==> config.mk <==
export PLATFORM = sky130hd
export DESIGN_NAME = serial_paralelo_8
export DESIGN_NICKNAME = d
export VERILOG_FILES = /design/src/rtl/phy_pkg.sv /design/src/rtl/serial_paralelo_shift.sv /design/src/rtl/serial_paralelo_8.sv
export SDC_FILE = /design/constraint.sdc
export NUM_CORES = 1
export LEC_CHECK = 0
export BUFFER_PORTS_ARGS = -buffer_cell sky130_fd_sc_hd__buf_2
export CORE_MARGIN = 3
export CORE_UTILIZATION = 29
export DETAILED_ROUTE_END_ITERATION = 8
export SETUP_SLACK_MARGIN = 0.05
export SYNTH_ARGS = -nofsm -noshare
export SYNTH_HDL_FRONTEND = slang
export SYNTH_HIERARCHICAL = 1
export SYNTH_SLANG_ARGS = --single-unit
==> constraint.sdc <==
create_clock -name clk_32f -period 2 [get_ports clk_32f]
set_input_delay 0.2 -clock clk_32f [delete_from_list [all_inputs] [get_ports clk_32f]]
set_output_delay 0.2 -clock clk_32f [all_outputs]
set_load 0.02 [all_outputs]
==> src/rtl/phy_pkg.sv <==
// rtl/phy_pkg.sv - shared PHY receive constants and FSM encoding
package phy_pkg;

  localparam int BYTE_W = 8;
  localparam logic [BYTE_W-1:0] COMMA_DEFAULT = 8'hBC;

  typedef enum logic [1:0] {
    SEARCH = 2'd0,
    SYNC   = 2'd1,
    ACTIVE = 2'd2
  } rx_state_t;

endpackage

==> src/rtl/serial_paralelo_shift.sv <==
// rtl/serial_paralelo_shift.sv - serial shift register with byte phase counter
module serial_paralelo_shift
  import phy_pkg::*;
(
  input  logic              clk_32f,
  input  logic              reset,
  input  logic              in_serial,
  input  logic              align,
  output logic [BYTE_W-1:0] cand,
  output logic              byte_done
);

  // Only the low seven bits of the byte register ever reach cand, so the
  // oldest bit is not kept.
  logic [BYTE_W-2:0] sr;
  logic [2:0]        bitcnt;

  assign cand      = {sr, in_serial};
  assign byte_done = (bitcnt == 3'd7);

  always_ff @(posedge clk_32f or posedge reset) begin
    if (reset) begin
      sr     <= '0;
      bitcnt <= 3'd0;
    end else begin
      sr <= cand[BYTE_W-2:0];
      if (align) begin
        bitcnt <= 3'd0;
      end else begin
        bitcnt <= bitcnt + 3'd1;
      end
    end
  end

endmodule

==> src/rtl/serial_paralelo_8.sv <==
// rtl/serial_paralelo_8.sv - comma-aligned serial to byte deserializer
module serial_paralelo_8
  import phy_pkg::*;
#(
  parameter logic [BYTE_W-1:0] COMMA      = COMMA_DEFAULT,
  parameter int                SYNC_COUNT = 4
) (
  input  logic              clk_32f,
  input  logic              reset,
  input  logic              in_serial,
  output logic [BYTE_W-1:0] out_data8,
  output logic              valid8,
  output logic              active
);

  localparam logic [3:0] SYNC_TARGET = 4'(SYNC_COUNT);

  rx_state_t         state;
  logic [3:0]        ccnt;
  logic [3:0]        ccnt_next;
  logic [BYTE_W-1:0] cand;
  logic              byte_done;
  logic              cand_is_comma;
  logic              align;

  assign cand_is_comma = (cand == COMMA);
  assign ccnt_next     = ccnt + 4'd1;

  // Any comma seen while searching defines the new byte phase.
  assign align = (state == SEARCH) && cand_is_comma;

  serial_paralelo_shift u_shift (
    .clk_32f   (clk_32f),
    .reset     (reset),
    .in_serial (in_serial),
    .align     (align),
    .cand      (cand),
    .byte_done (byte_done)
  );

  always_ff @(posedge clk_32f or posedge reset) begin
    if (reset) begin
      state     <= SEARCH;
      ccnt      <= 4'd0;
      out_data8 <= '0;
      valid8    <= 1'b0;
      active    <= 1'b0;
    end else begin
      case (state)
        SEARCH: begin
          if (cand_is_comma) begin
            ccnt <= 4'd1;
            if (SYNC_COUNT == 1) begin
              state  <= ACTIVE;
              active <= 1'b1;
            end else begin
              state <= SYNC;
            end
          end
        end

        SYNC: begin
          if (byte_done) begin
            if (cand_is_comma) begin
              ccnt <= ccnt_next;
              if (ccnt_next == SYNC_TARGET) begin
                state  <= ACTIVE;
                active <= 1'b1;
              end
            end else begin
              ccnt  <= 4'd0;
              state <= SEARCH;
            end
          end
        end

        ACTIVE: begin
          // Lock is sticky; only reset leaves this state.
          if (byte_done) begin
            out_data8 <= cand;
            valid8    <= !cand_is_comma;
          end
        end

        default: begin
          state  <= SEARCH;
          ccnt   <= 4'd0;
          active <= 1'b0;
        end
      endcase
    end
  end

endmodule

==> metrics list, run 1 <==
- The later pin in the worst-skew pair is clocked with a latency of 0.27 ns.
- Highest-delay cell along the critical path: sky130_fd_sc_hd__or4b_4
- Setup violations remaining at the end of the flow were counted as 0.
- Data arrives at the worst endpoint at 1.92 ns.
- On the final layout, the worst clock skew is 0.00140 ns.
- A synthesized cell averages 13.1 µm².
- Worst Path Required: 2.17 ns
* Core utilization of the finished layout: 36.1%
* Status: finished clean
- Post-synth EDFFs: 0
- For this run, the top clock speed supported by timing is 571 MHz.
* Post-route DRC violation count: 0
- The floorplan step defined a die boundary enclosing 4580 µm².
- Commonest cells after routing, fill and taps aside: sky130_fd_sc_hd__dfrtp_1, sky130_fd_sc_hd__buf_2, sky130_fd_sc_hd__mux2_2, sky130_fd_sc_hd__nor2_1
* Number of distinct library cells after synthesis: 30
- Number of buffers inserted by port buffering: 12
- Most common library cell in the layout ignoring fill and taps: sky130_fd_sc_hd__dfrtp_1
- Register area share after synthesis: 59.0%
* Routed length per instance: 13.6 µm
- Yosys printed 6 warnings.
- Once the floorplan was initialized, standard cells occupied 31.5% of the core.
* Antenna violations before repair: 0
- For this run, the detailed router's first-pass iteration total came to 4.
- Total congestion overflow after global routing: 0
* Final Max Tran Viols: 0
* Prevailing post-synth register cell: sky130_fd_sc_hd__dfrtp_1
* Share of final-layout standard cells stronger than drive strength 1: 29.6%
- Among cell families on the critical path, the largest total delay comes from simple AND/OR/NAND/NOR gates.
* Via-per-instance ratio: 5.02
- Summed over all cells, the static leakage comes to 0.000610 µW.
* Global-route wire length before repair: 3210 µm
* Number of flip-flops and latches in the synthesized netlist: 26
- Endpoint kind of the worst setup timing path: flip-flop
* Mapped Area: 1100 µm²
- By startpoint and endpoint, the worst setup path is classified as reg2reg.
* Max transition margin: 59.3%
- The tightest min-delay check is of the in2reg type.
* Crit share post-route: 87.6%
- TritonCTS built the clock tree.
- Total number of vias: 723
* Synthesized netlist net count: 91
- In this run the horizontal extent of the chip is 67.7 µm.
- Post CTS Setup Buffer Count: 0
- The worst-case IR drop observed on VDD is 0.000301 V.
- Worst Path Max Fanout: 7
- At the end of routability-driven placement, the weighted congestion stood at 0.784.
* Wirelength, routed: 1960 µm
- The worst setup path is launched from a flip-flop.
- Summed over all instances, the cell type with the most area after synthesis is sky130_fd_sc_hd__dfrtp_1.
* Fraction of synthesis flops using an asynchronous set or reset pin: 100%
* Post_cts resized: 0
- Min Tclk post-route: 1.75 ns
- Die H: 67.7 µm
- Top cell type's share of synthesized area: 59.0%
- For this run, the total global-route usage over all layers was measured as 9.41%.
* Ant. Diodes: 0
- Root cell of the clock tree: sky130_fd_sc_hd__clkbuf_8
* Number of sinks handled by clock tree synthesis: 26
- Transition at the pin with the smallest max-transition slack: 0.610 ns
* Cells along the critical path: or4b_4, nor3_1, nor2_1, a221oi_1
- Critical path's largest stage delay: 0.60 ns
- Number of standard-cell rows in the floorplan: 21
* Max_cap viols: 0
- TritonCTS buffer count: 3
* Power density over the cells: 786 nW/µm²
- Count of buffer and inverter cells on the critical path: 0
- Hold timing on the final database bottoms out at a slack of 0.0770 ns.
- Summed over all failing endpoints, the final setup total negative slack is 0 ns.
- Synthesized instance count: 84
- Number of top-level pins: 13
* Largest net degree at the start of global routing: 17
* Hold violation total from the final report: 0
* Core outline area: 3490 µm²
- The area growth from synthesis to layout is 14.4%.
* Cell types occupying the most area after synthesis: sky130_fd_sc_hd__dfrtp_1, sky130_fd_sc_hd__mux2_2, sky130_fd_sc_hd__ha_1
- Clock slew at the register clock pins of the worst setup and hold paths: 0.08 ns
* Residual antenna-violating net count after detailed routing: 0
* Via count of the first global-routing pass: 680
- Setup repair after global routing left no endpoint under its margin.
- Post-DP HPWL: 1430 µm
* Max Root-Sink Buffers: 2
- Post-layout nets: 106
* DRC marker count from the first detailed-route iteration: 30
- Number of levels in the clock H-tree: 1
-- report_power, final --
| group | leakage (µW) | switching, µW | internal, µW | total [µW] |
|---|---|---|---|---|
| logic | 0.000247 | 38.2 | 34.7 | 72.8 |
| clock network | 0.0000288 | 158 | 176 | 334 |
| registers | 0.000334 | 24.3 | 560 | 585 |
-- timing repair --
item                       4_1_cts  5_1_grt
setup endpoints to repair        0        0
hold buffers                     1        0
hold endpoints to repair        10        0
-- final timing paths --
check	from	end	slack (ns)	cells past startpoint
min in group asynchronous	reset	u_shift/sr[4]	0.44	3
worst min-delay path	in_serial	u_shift/sr[0]	0.08	1
max in group asynchronous	reset	active	1.06	3
worst max-delay path	u_shift/sr[5]	active	0.25	4
worst max register to register	u_shift/sr[5]	active	0.25	4
worst min register to register	u_shift/sr[5]	u_shift/sr[6]	0.41	0
-- Yosys cell counts, types with 2 or more instances --
| cell | count |
|---|---|
| sky130_fd_sc_hd__a22o_1 | 2 |
| sky130_fd_sc_hd__dfrtp_1 | 26 |
| sky130_fd_sc_hd__ha_1 | 4 |
| sky130_fd_sc_hd__inv_1 | 4 |
| sky130_fd_sc_hd__mux2_2 | 8 |
| sky130_fd_sc_hd__nand2_1 | 2 |
| sky130_fd_sc_hd__nand4_1 | 2 |
| sky130_fd_sc_hd__nor2_1 | 5 |
| sky130_fd_sc_hd__nor2b_1 | 4 |
| sky130_fd_sc_hd__o21ai_0 | 4 |
| sky130_fd_sc_hd__o22ai_1 | 2 |
| sky130_fd_sc_hd__o2bb2ai_1 | 2 |
| sky130_fd_sc_hd__o31a_1 | 2 |
-- cell families (layout without fill, tap and decap cells) --
group                      count (synthesis)  after routing  share of synthesized area, %
DFF                                       26             26                          59.0
and+or+nand+nor                           21             21                          12.5
muxes                                      8              8                          8.17
adders and majority gates                  4              4                          4.54
AOI/OAI and AO/OA                         18             18                          12.3
buffers and inverters                      7             21                          3.52
-- per-layer routing --
layer	global-route usage, %	up-vias	wire length (µm)
met1	12.1	347	860
met5	0	-	0
met2	14.5	29	927
met3	2.33	5	122
li1	-	342	-
met4	5.06	0	51
-- flip-flops by register name (all words and copies together) (netlist names) --
| register | flops |
|---|---|
| active | 1 |
| ccnt | 4 |
| out_data8 | 8 |
| state | 2 |
| u_shift/bitcnt | 3 |
| u_shift/sr | 7 |
| valid8 | 1 |
-- through the flow --
stage          worst slack (ns)  cells  instance area, µm²  power [µW]
2_1_floorplan             0.325     84                1100         648
3_3_place_gp              0.315    139                1200         663
3_5_place_dp              0.279    139                1200         668
4_1_cts                   0.255    144                1260        1010
5_1_grt                   0.126    144                1260        1040
6_report                  0.249    144                1260         991
-- layout make-up --
class                   instances  area [µm²]
fillers                       339        2230
repair buffers                 13        70.1
multi-input cells              51         413
flip-flops and latches         26         651
well taps                      46        57.6
clock buffers                   4        55.1
inverters                       4        15.0
(Power assumes the default switching activity.)
==> run 2, diff against run 1 <==
--- a/config.mk
+++ b/config.mk
@@ -7,8 +7,9 @@
 export LEC_CHECK = 0
 export BUFFER_PORTS_ARGS = -buffer_cell sky130_fd_sc_hd__buf_2
 export CORE_MARGIN = 3
-export CORE_UTILIZATION = 29
+export CORE_UTILIZATION = 55
 export DETAILED_ROUTE_END_ITERATION = 8
+export PLACE_DENSITY = 0.76
 export SETUP_SLACK_MARGIN = 0.05
 export SYNTH_ARGS = -nofsm -noshare
 export SYNTH_HDL_FRONTEND = slang
==> run 2 against run 1 <==
Net effect: cell count shrank 15%; register-to-register slack is essentially flat; core utilization grew 31 points; wire length shrank 5.7%; hold slack lost 0.044 ns; clock power shrank 38%; power shrank 13%; fmax shrank 0.16%; count of clock-buffer cells in the layout shrank 1; first-iteration DRC count shrank 63%; highest routed layer unchanged.
==> metrics list, run 2 (same netlist as run 1, synthesis figures left out) <==
- The run finished with clean final reports.
- Initial core utilization: 61.2% (+30 points)
- The number of DRC markers in iteration 0 is 11 (-63%).
- Crit path setup slack, layout: 0.246 ns (-0.00279 ns)
- Crit Reg-Reg Endpoint: ccnt[2]
* Via-per-instance ratio: 5.62 (+12%)
- In this run the critical register-to-register path is launched from u_shift/sr[5].
* Sum of negative setup slack: 0 ns (unchanged)
* Number of buffers inserted by port buffering: 12 (unchanged)
* Max transition margin: 59.3% (+0.064 points)
* Crit share post-route: 87.7% (+0.14 points)
* Max reg flops: 8 (unchanged)
* Routed length per instance: 15.2 µm (+11%)
- Endpoint kind of the worst setup timing path: flip-flop
- The sequential cell area is 651 µm² (unchanged).
- The final period demand of the worst path came to 1.75 ns (+0.00279 ns).
* Critical path's largest stage delay: 0.61 ns (about the same)
- The final hold violation count is 0 (unchanged).
* Number of standard-cell rows in the floorplan: 15 (-29%)
- The post-cts sizing count was 0 (unchanged).
- Register-to-register path setup slack: 0.25 ns (about the same)
* Core outline area: 1800 µm² (-48%)
- Number of levels in the clock H-tree: 1 (unchanged)
- The worst-case clock skew was 0.00408 ns (+0.00268 ns).
* Post-route DRC violation count: 0 (unchanged)
- The peak fanout along the critical path came to 7 (unchanged).
- The tree is rooted in a sky130_fd_sc_hd__clkbuf_4.
* Post-layout nets: 106 (unchanged)
* Largest regs: out_data8 (8), u_shift/sr (7), ccnt (4)
- The final antenna diode count came to 0 (unchanged).
- Peak supply drop: 0.000757 V (+150%)
* Clock slew at the register clock pins of the worst setup and hold paths: 0.12 ns (+0.04 ns)
- The fill cell total of the finished layout was 141 (-58%).
- Total number of vias: 686 (-5.1%)
- The min-delay analysis places its worst path in the category in2reg.
- The power density normalized to cell area is 719 nW/µm² (-8.6%).
* Layout Area Growth over Synthesis: 9.08%
- By startpoint and endpoint, the worst setup path is classified as reg2reg.
* Highest-delay cell along the critical path: sky130_fd_sc_hd__or4b_4
- The routed metal-1 wirelength is 874 µm (+1.6%).
- The met3 layer wire length in the routed design is 94 µm (-23%).
- The maximum number of pins on one net before global-route repair is 17 (unchanged).
- Most common library cell in the layout ignoring fill and taps: sky130_fd_sc_hd__dfrtp_1
- WP data arrival: 1.96 ns (+0.04 ns)
- The final weighted congestion in routability-driven placement is 0.809 (+3.2%).
- Unrepaired setup endpoints after global routing: no
- Final cell area excluding filler cells: 1200 µm² (-4.7%)
- Post-DP HPWL: 1340 µm (-6.8%)
- The number of buffers inserted during clock tree synthesis was 3 (unchanged).
* Die outline area: 2580 µm² (-44%)
- Cells along the critical path: or4b_4, nor3_4, o22ai_1, a22o_1
- The wire length of the first global-routing pass is 3330 µm (+3.6%).
- The path with the worst hold slack has its endpoint at u_shift/sr[0].
- Commonest cells after routing, fill and taps aside: sky130_fd_sc_hd__dfrtp_1, sky130_fd_sc_hd__buf_2, sky130_fd_sc_hd__mux2_2, sky130_fd_sc_hd__nor2_1
- Final Max Tran Viols: 0 (unchanged)
- The number of top-level pins is 13 (unchanged).
- Residual antenna-violating net count after detailed routing: 0 (unchanged)
- Largest delay share family, worst path: simple AND/OR/NAND/NOR gates
- Worst Path Required: 2.21 ns (+0.04 ns)
- Via count of the first global-routing pass: 696 (+2.4%)
- out_data8 holds more flip-flops than any other register.
* Worst hold path depth: 1 (unchanged)
- The global router's overall resource usage came to 17.5% (+8.1 points).
* Horiz. Die Dim: 50.8 µm (-25%)
* Max Root-Sink Buffers: 2 (unchanged)
* Die H: 50.8 µm (-25%)
* Count of buffer and inverter cells on the critical path: 0 (unchanged)
- The reported max-cap violation count came to 0 (unchanged).
- Standard cell area after detailed placement: 1170 µm² (-2.2%)
* Critical path startpoint category: flip-flop
- The post-place setup slack came to 0.263 ns (-0.0163 ns).
- Top metal layer carrying routed signals: met4
* CTS tree: yes
* Share of final-layout standard cells stronger than drive strength 1: 28.9% (-0.73 points)
- The insertion delay to the later sink of the worst-skew pair came to 0.31 ns (+0.04 ns).
- The startpoint identified for the worst hold timing path is in_serial.
* Transition at the pin with the smallest max-transition slack: 0.609 ns (-0.000965 ns)
* Total congestion overflow after global routing: 0 (unchanged)
- The total clock sinks came to 26 (unchanged).
- Antenna violations before repair: 0 (unchanged)
- Maximum clock frequency: 570 MHz (-0.16%)
- The total iterations of the first detailed-routing run came to 4 (unchanged).
* Leakage power of the design: 0.000595 µW (-2.5%)
* Final number of setup-violating endpoints: 0 (unchanged)
* Routed met2 length: 869 µm (-6.3%)
- The footprint of the multi-input gates came to 413 µm² (unchanged).
- Worst r2r path cells: 4 (unchanged)
- The final wirelength was 1850 µm (-5.7%).
run 2: cell types whose count changed in the layout (fill, tap and decap cells not counted), sizes merged:
cell	delta
clkbuf	-1
run 2: cell type report:
| cell class | count | share of cell area (%) |
|---|---|---|
| multi-input cells | 51 | 34.3 |
| flip-flops and latches | 26 | 54.1 |
| well taps | 25 | 2.60 |
| inverters | 4 | 1.25 |
| repair buffers | 13 | 5.83 |
| clock buffers | 3 | 1.87 |
run 2: metrics by stage:
step                      total power (µW)  utilization (%)  std cells  hold slack [ns]
after floorplan                        648                -         84           0.0402
after global placement                 662             64.9        118            0.188
after detailed placement               666             64.9        118            0.202
after CTS                              880             66.7        122           0.0167
after global routing                   910             66.7        122          0.00534
final                                  864             66.7        122           0.0332
run 2: report_power, final:
part           switching [µW]  total [µW]  internal, µW
combinational            37.3        71.8          34.5
clock                     137         207          70.4
sequential               24.7         585           561
total                     199         864           665
run 2: worst max-delay path by stage:
| stage | startpoint | endpoint | slack, ns | cells after the start |
|---|---|---|---|---|
| after CTS | u_shift/sr[5] | ccnt[3] | 0.26 | 4 |
| after global placement | u_shift/bitcnt[0] | out_data8[6] | 0.34 | 4 |
| after detailed placement | u_shift/sr[5] | ccnt[3] | 0.26 | 4 |
| after global routing | u_shift/sr[0] | u_shift/bitcnt[2] | 0.12 | 3 |
| after floorplan | u_shift/sr[5] | ccnt[3] | 0.32 | 5 |
| final | u_shift/sr[5] | ccnt[2] | 0.25 | 4 |
run 2: layer usage:
metal / GRT usage (%) / vias to the layer above
li1: - / 336
met1: 23.9 / 323
met2: 27.4 / 25
met3: 6.23 / 2
met4: 2.69 / 0
met5: 0 / -
run 2: worst register-to-register path, delay by kind of cell (launching register included):
kind,cells,cell delay (ns)
flops,1,0.41
simple gates,2,0.89
compound gates,2,0.36
run 2: timing repair:
action,in CTS,in global routing
hold buffers,1,0
endpoints found under the hold margin,26,0
setup buffers,0,0
==> run 3, diff against run 2 <==
--- a/config.mk
+++ b/config.mk
@@ -6,10 +6,12 @@
 export NUM_CORES = 1
 export LEC_CHECK = 0
 export BUFFER_PORTS_ARGS = -buffer_cell sky130_fd_sc_hd__buf_2
+export CELL_PAD_IN_SITES_DETAIL_PLACEMENT = 1
+export CELL_PAD_IN_SITES_GLOBAL_PLACEMENT = 1
 export CORE_MARGIN = 3
-export CORE_UTILIZATION = 55
+export CORE_UTILIZATION = 45
 export DETAILED_ROUTE_END_ITERATION = 8
-export PLACE_DENSITY = 0.76
+export PLACE_DENSITY_LB_ADDON = 0.1
 export SETUP_SLACK_MARGIN = 0.05
 export SYNTH_ARGS = -nofsm -noshare
 export SYNTH_HDL_FRONTEND = slang
==> run 3 against run 2 <==
Net effect: non-clock buffer count grew 1; combinational power grew 7.8%; setup slack lost 0.11 ns; hold slack gained 0.37 ns; power grew 19%; global-route usage shrank 0.58 points; largest power group unchanged; sequential share of layout area shrank 1.9 points; wire length grew 25%.
==> metrics list, run 3 (same netlist as run 1, synthesis figures left out) <==
- Leaving out fill and tap cells, the most frequent cell in the layout is sky130_fd_sc_hd__dfrtp_1.
* Hold Path Class: in2async
* Total congestion overflow after global routing: 0 (unchanged)
* Max transition margin: 58.1% (-1.2 points)
- Commonest cells after routing, fill and taps aside: sky130_fd_sc_hd__dfrtp_1, sky130_fd_sc_hd__buf_2, sky130_fd_sc_hd__mux2_2, sky130_fd_sc_hd__nor2_1
- The worst hold slack came to 0.405 ns (+0.372 ns).
* Count of buffer and inverter cells on the critical path: 2 (+2)
* Number of levels in the clock H-tree: 1 (unchanged)
- The data arrival time of the worst path came to 2.10 ns (+0.14 ns).
- The global router's overall resource usage is 16.9% (-0.58 points).
- Horiz. Die Dim: 55.5 µm (+9.3%)
- The share of cells above drive strength 1 was 29.3% (+0.43 points).
* Number of top-level pins: 13 (unchanged)
- Global-route wire length before repair: 4080 µm (+23%)
- Transition at the pin with the smallest max-transition slack: 0.628 ns (+0.0183 ns)
- Number of buffers inserted by port buffering: 12 (unchanged)
* Via count of the first global-routing pass: 792 (+14%)
- Max reg flops: 8 (unchanged)
- Hold violation total from the final report: 0 (unchanged)
* Root cell of the clock tree: sky130_fd_sc_hd__clkbuf_4
* Max_cap viols: 0 (unchanged)
- The peak fanout along the critical path was 7 (unchanged).
- Critical path startpoint category: primary input
* Worst Clk Skew: 0.00996 ns (+0.00588 ns)
- Critical path's largest stage delay: 0.55 ns (-0.06 ns)
- Fillers: 247 (+75%)
* Endpoint kind of the worst setup timing path: flip-flop
- Crit Path Category: in2reg
- Wirelength, routed: 2310 µm (+25%)
- Setup repair after global routing left no endpoint under its margin.
* Post_cts resized: 0 (unchanged)
* Total number of vias: 735 (+7.1%)
- Routed length per instance: 18.2 µm (+20%)
- Largest delay share family, worst path: simple AND/OR/NAND/NOR gates
* Status: finished clean
- The clock-pin transition on the worst setup and hold timing paths is 0.15 ns (+0.03 ns).
- Relative to the synthesized area, the layout overhead comes to 13.1%.
* Final number of setup-violating endpoints: 0 (unchanged)
* Leakage power of the design: 0.000613 µW (+3.1%)
- Post-DP HPWL: 1670 µm (+25%)
- Sum of negative setup slack: 0 ns (unchanged)
* Antenna violations before repair: 0 (unchanged)
* Ant. Diodes: 0 (unchanged)
* Final cell area excluding filler cells: 1250 µm² (+3.6%)
- Peak supply drop: 0.000687 V (-9.3%)
- Number of sinks handled by clock tree synthesis: 26 (unchanged)
- Max Root-Sink Buffers: 2 (unchanged)
* Standard cell area after detailed placement: 1170 µm² (+0.32%)
- The number of cell rows is 17 (+2).
- Crit share post-route: 93.1% (+5.4 points)
* Largest Register: out_data8
- The average via count per standard cell came to 5.79 (+2.9%).
- The maximum number of pins on one net before global-route repair was 17 (unchanged).
- Largest regs: out_data8 (8), u_shift/sr (7), ccnt (4)
- Die outline area: 3080 µm² (+19%)
* Post-layout nets: 107 (+0.94%)
- Among all stages on the critical path, the largest delay is contributed by sky130_fd_sc_hd__or4b_4.
- The number of DRC markers in iteration 0 is 8 (-3).
- The post-route antenna net violation count was 0 (unchanged).
- Pre-antenna DRT Iters: 4 (unchanged)
- The power density normalized to cell area was 824 nW/µm² (+15%).
- Core outline area: 2280 µm² (+26%)
- The die height is 55.5 µm (+9.3%).
- Cells along the critical path: dlygate4sd3_1, buf_2, or4b_4, nor3_4, o22ai_1, a22o_1
- The residual DRC count came to 0 (unchanged).
- CTS tree: yes
* Placer's final routability congestion estimate: 0.820 (+1.4%)
- TritonCTS buffer count: 3 (unchanged)
* Maximum clock frequency: 537 MHz (-5.8%)
- Final Max Tran Viols: 0 (unchanged)
- The critical path required time is 2.23 ns (+0.02 ns).
- The insertion delay to the later sink of the worst-skew pair came to 0.33 ns (+0.02 ns).
- The final period demand of the worst path was 1.86 ns (+0.108 ns).
- The initial core utilization is 48.4% (-13 points).
[run 3: cell types whose count changed in the layout (fill, tap and decap cells not counted), sizes merged]
| cell | previous run | this run |
|---|---|---|
| bufinv | 0 | 1 |
| dlygate4sd3 | 1 | 2 |
[run 3: worst reg2reg max path, cell delays in order (launching register included)]
cell                      delay [ns]
sky130_fd_sc_hd__dfrtp_1        0.44
sky130_fd_sc_hd__or4b_4         0.62
sky130_fd_sc_hd__nor3_4         0.30
sky130_fd_sc_hd__o22ai_1        0.14
sky130_fd_sc_hd__a22o_1         0.25
[run 3: timing repair]
item,4_1_cts,5_1_grt
setup buffers,0,0
hold buffers,1,1
endpoints found under the hold margin,26,1
[run 3: power breakdown]
group / internal [µW] / switching, µW / total (µW)
Combinational: 35.8 / 41.5 / 77.4
Clock: 203 / 158 / 361
Sequential: 561 / 27.4 / 588
[run 3: area by class of cell]
type                       count  area (µm²)  area share, %
clock inverter                 1        30.0           2.41
clock buffer                   3        22.5           1.81
tap                           28        35.0           2.81
multi-input combinational     51         413           33.1
timing repair buffer          14        80.1           6.43
inverter                       4        15.0           1.20
sequential                    26         651           52.2
[run 3: stage by stage]
stage	setup slack [ns]	std cells	util, %	power (µW)
2_1_floorplan	0.325	84	-	648
6_report	0.137	127	54.8	1030
4_1_cts	0.157	126	54.3	1040
3_5_place_dp	0.218	121	51.6	670
3_3_place_gp	0.248	121	51.6	665
5_1_grt	0.0912	127	54.8	1080
[run 3: worst paths after layout]
check | start | to | slack (ns) | cells after the start
max in group asynchronous | reset | ccnt[1] | 1.09 | 3
min reg2reg | u_shift/sr[4] | u_shift/sr[5] | 0.42 | 0
max | in_serial | ccnt[3] | 0.14 | 6
min | reset | u_shift/sr[4] | 0.40 | 3
max reg2reg | u_shift/sr[5] | ccnt[3] | 0.16 | 4
min in group clk_32f | u_shift/sr[4] | u_shift/sr[5] | 0.42 | 0
[run 3: layer usage]
layer / track usage, % / up-vias / part of all wire [%] / routed length [µm]
met3: 4.91 / 2 / 3.5 / 82
met5: 0 / - / 0 / 0
li1: - / 341 / - / -
met2: 29.1 / 15 / 52 / 1190
met4: 3.13 / 0 / 0.61 / 14
met1: 21.3 / 377 / 44 / 1020
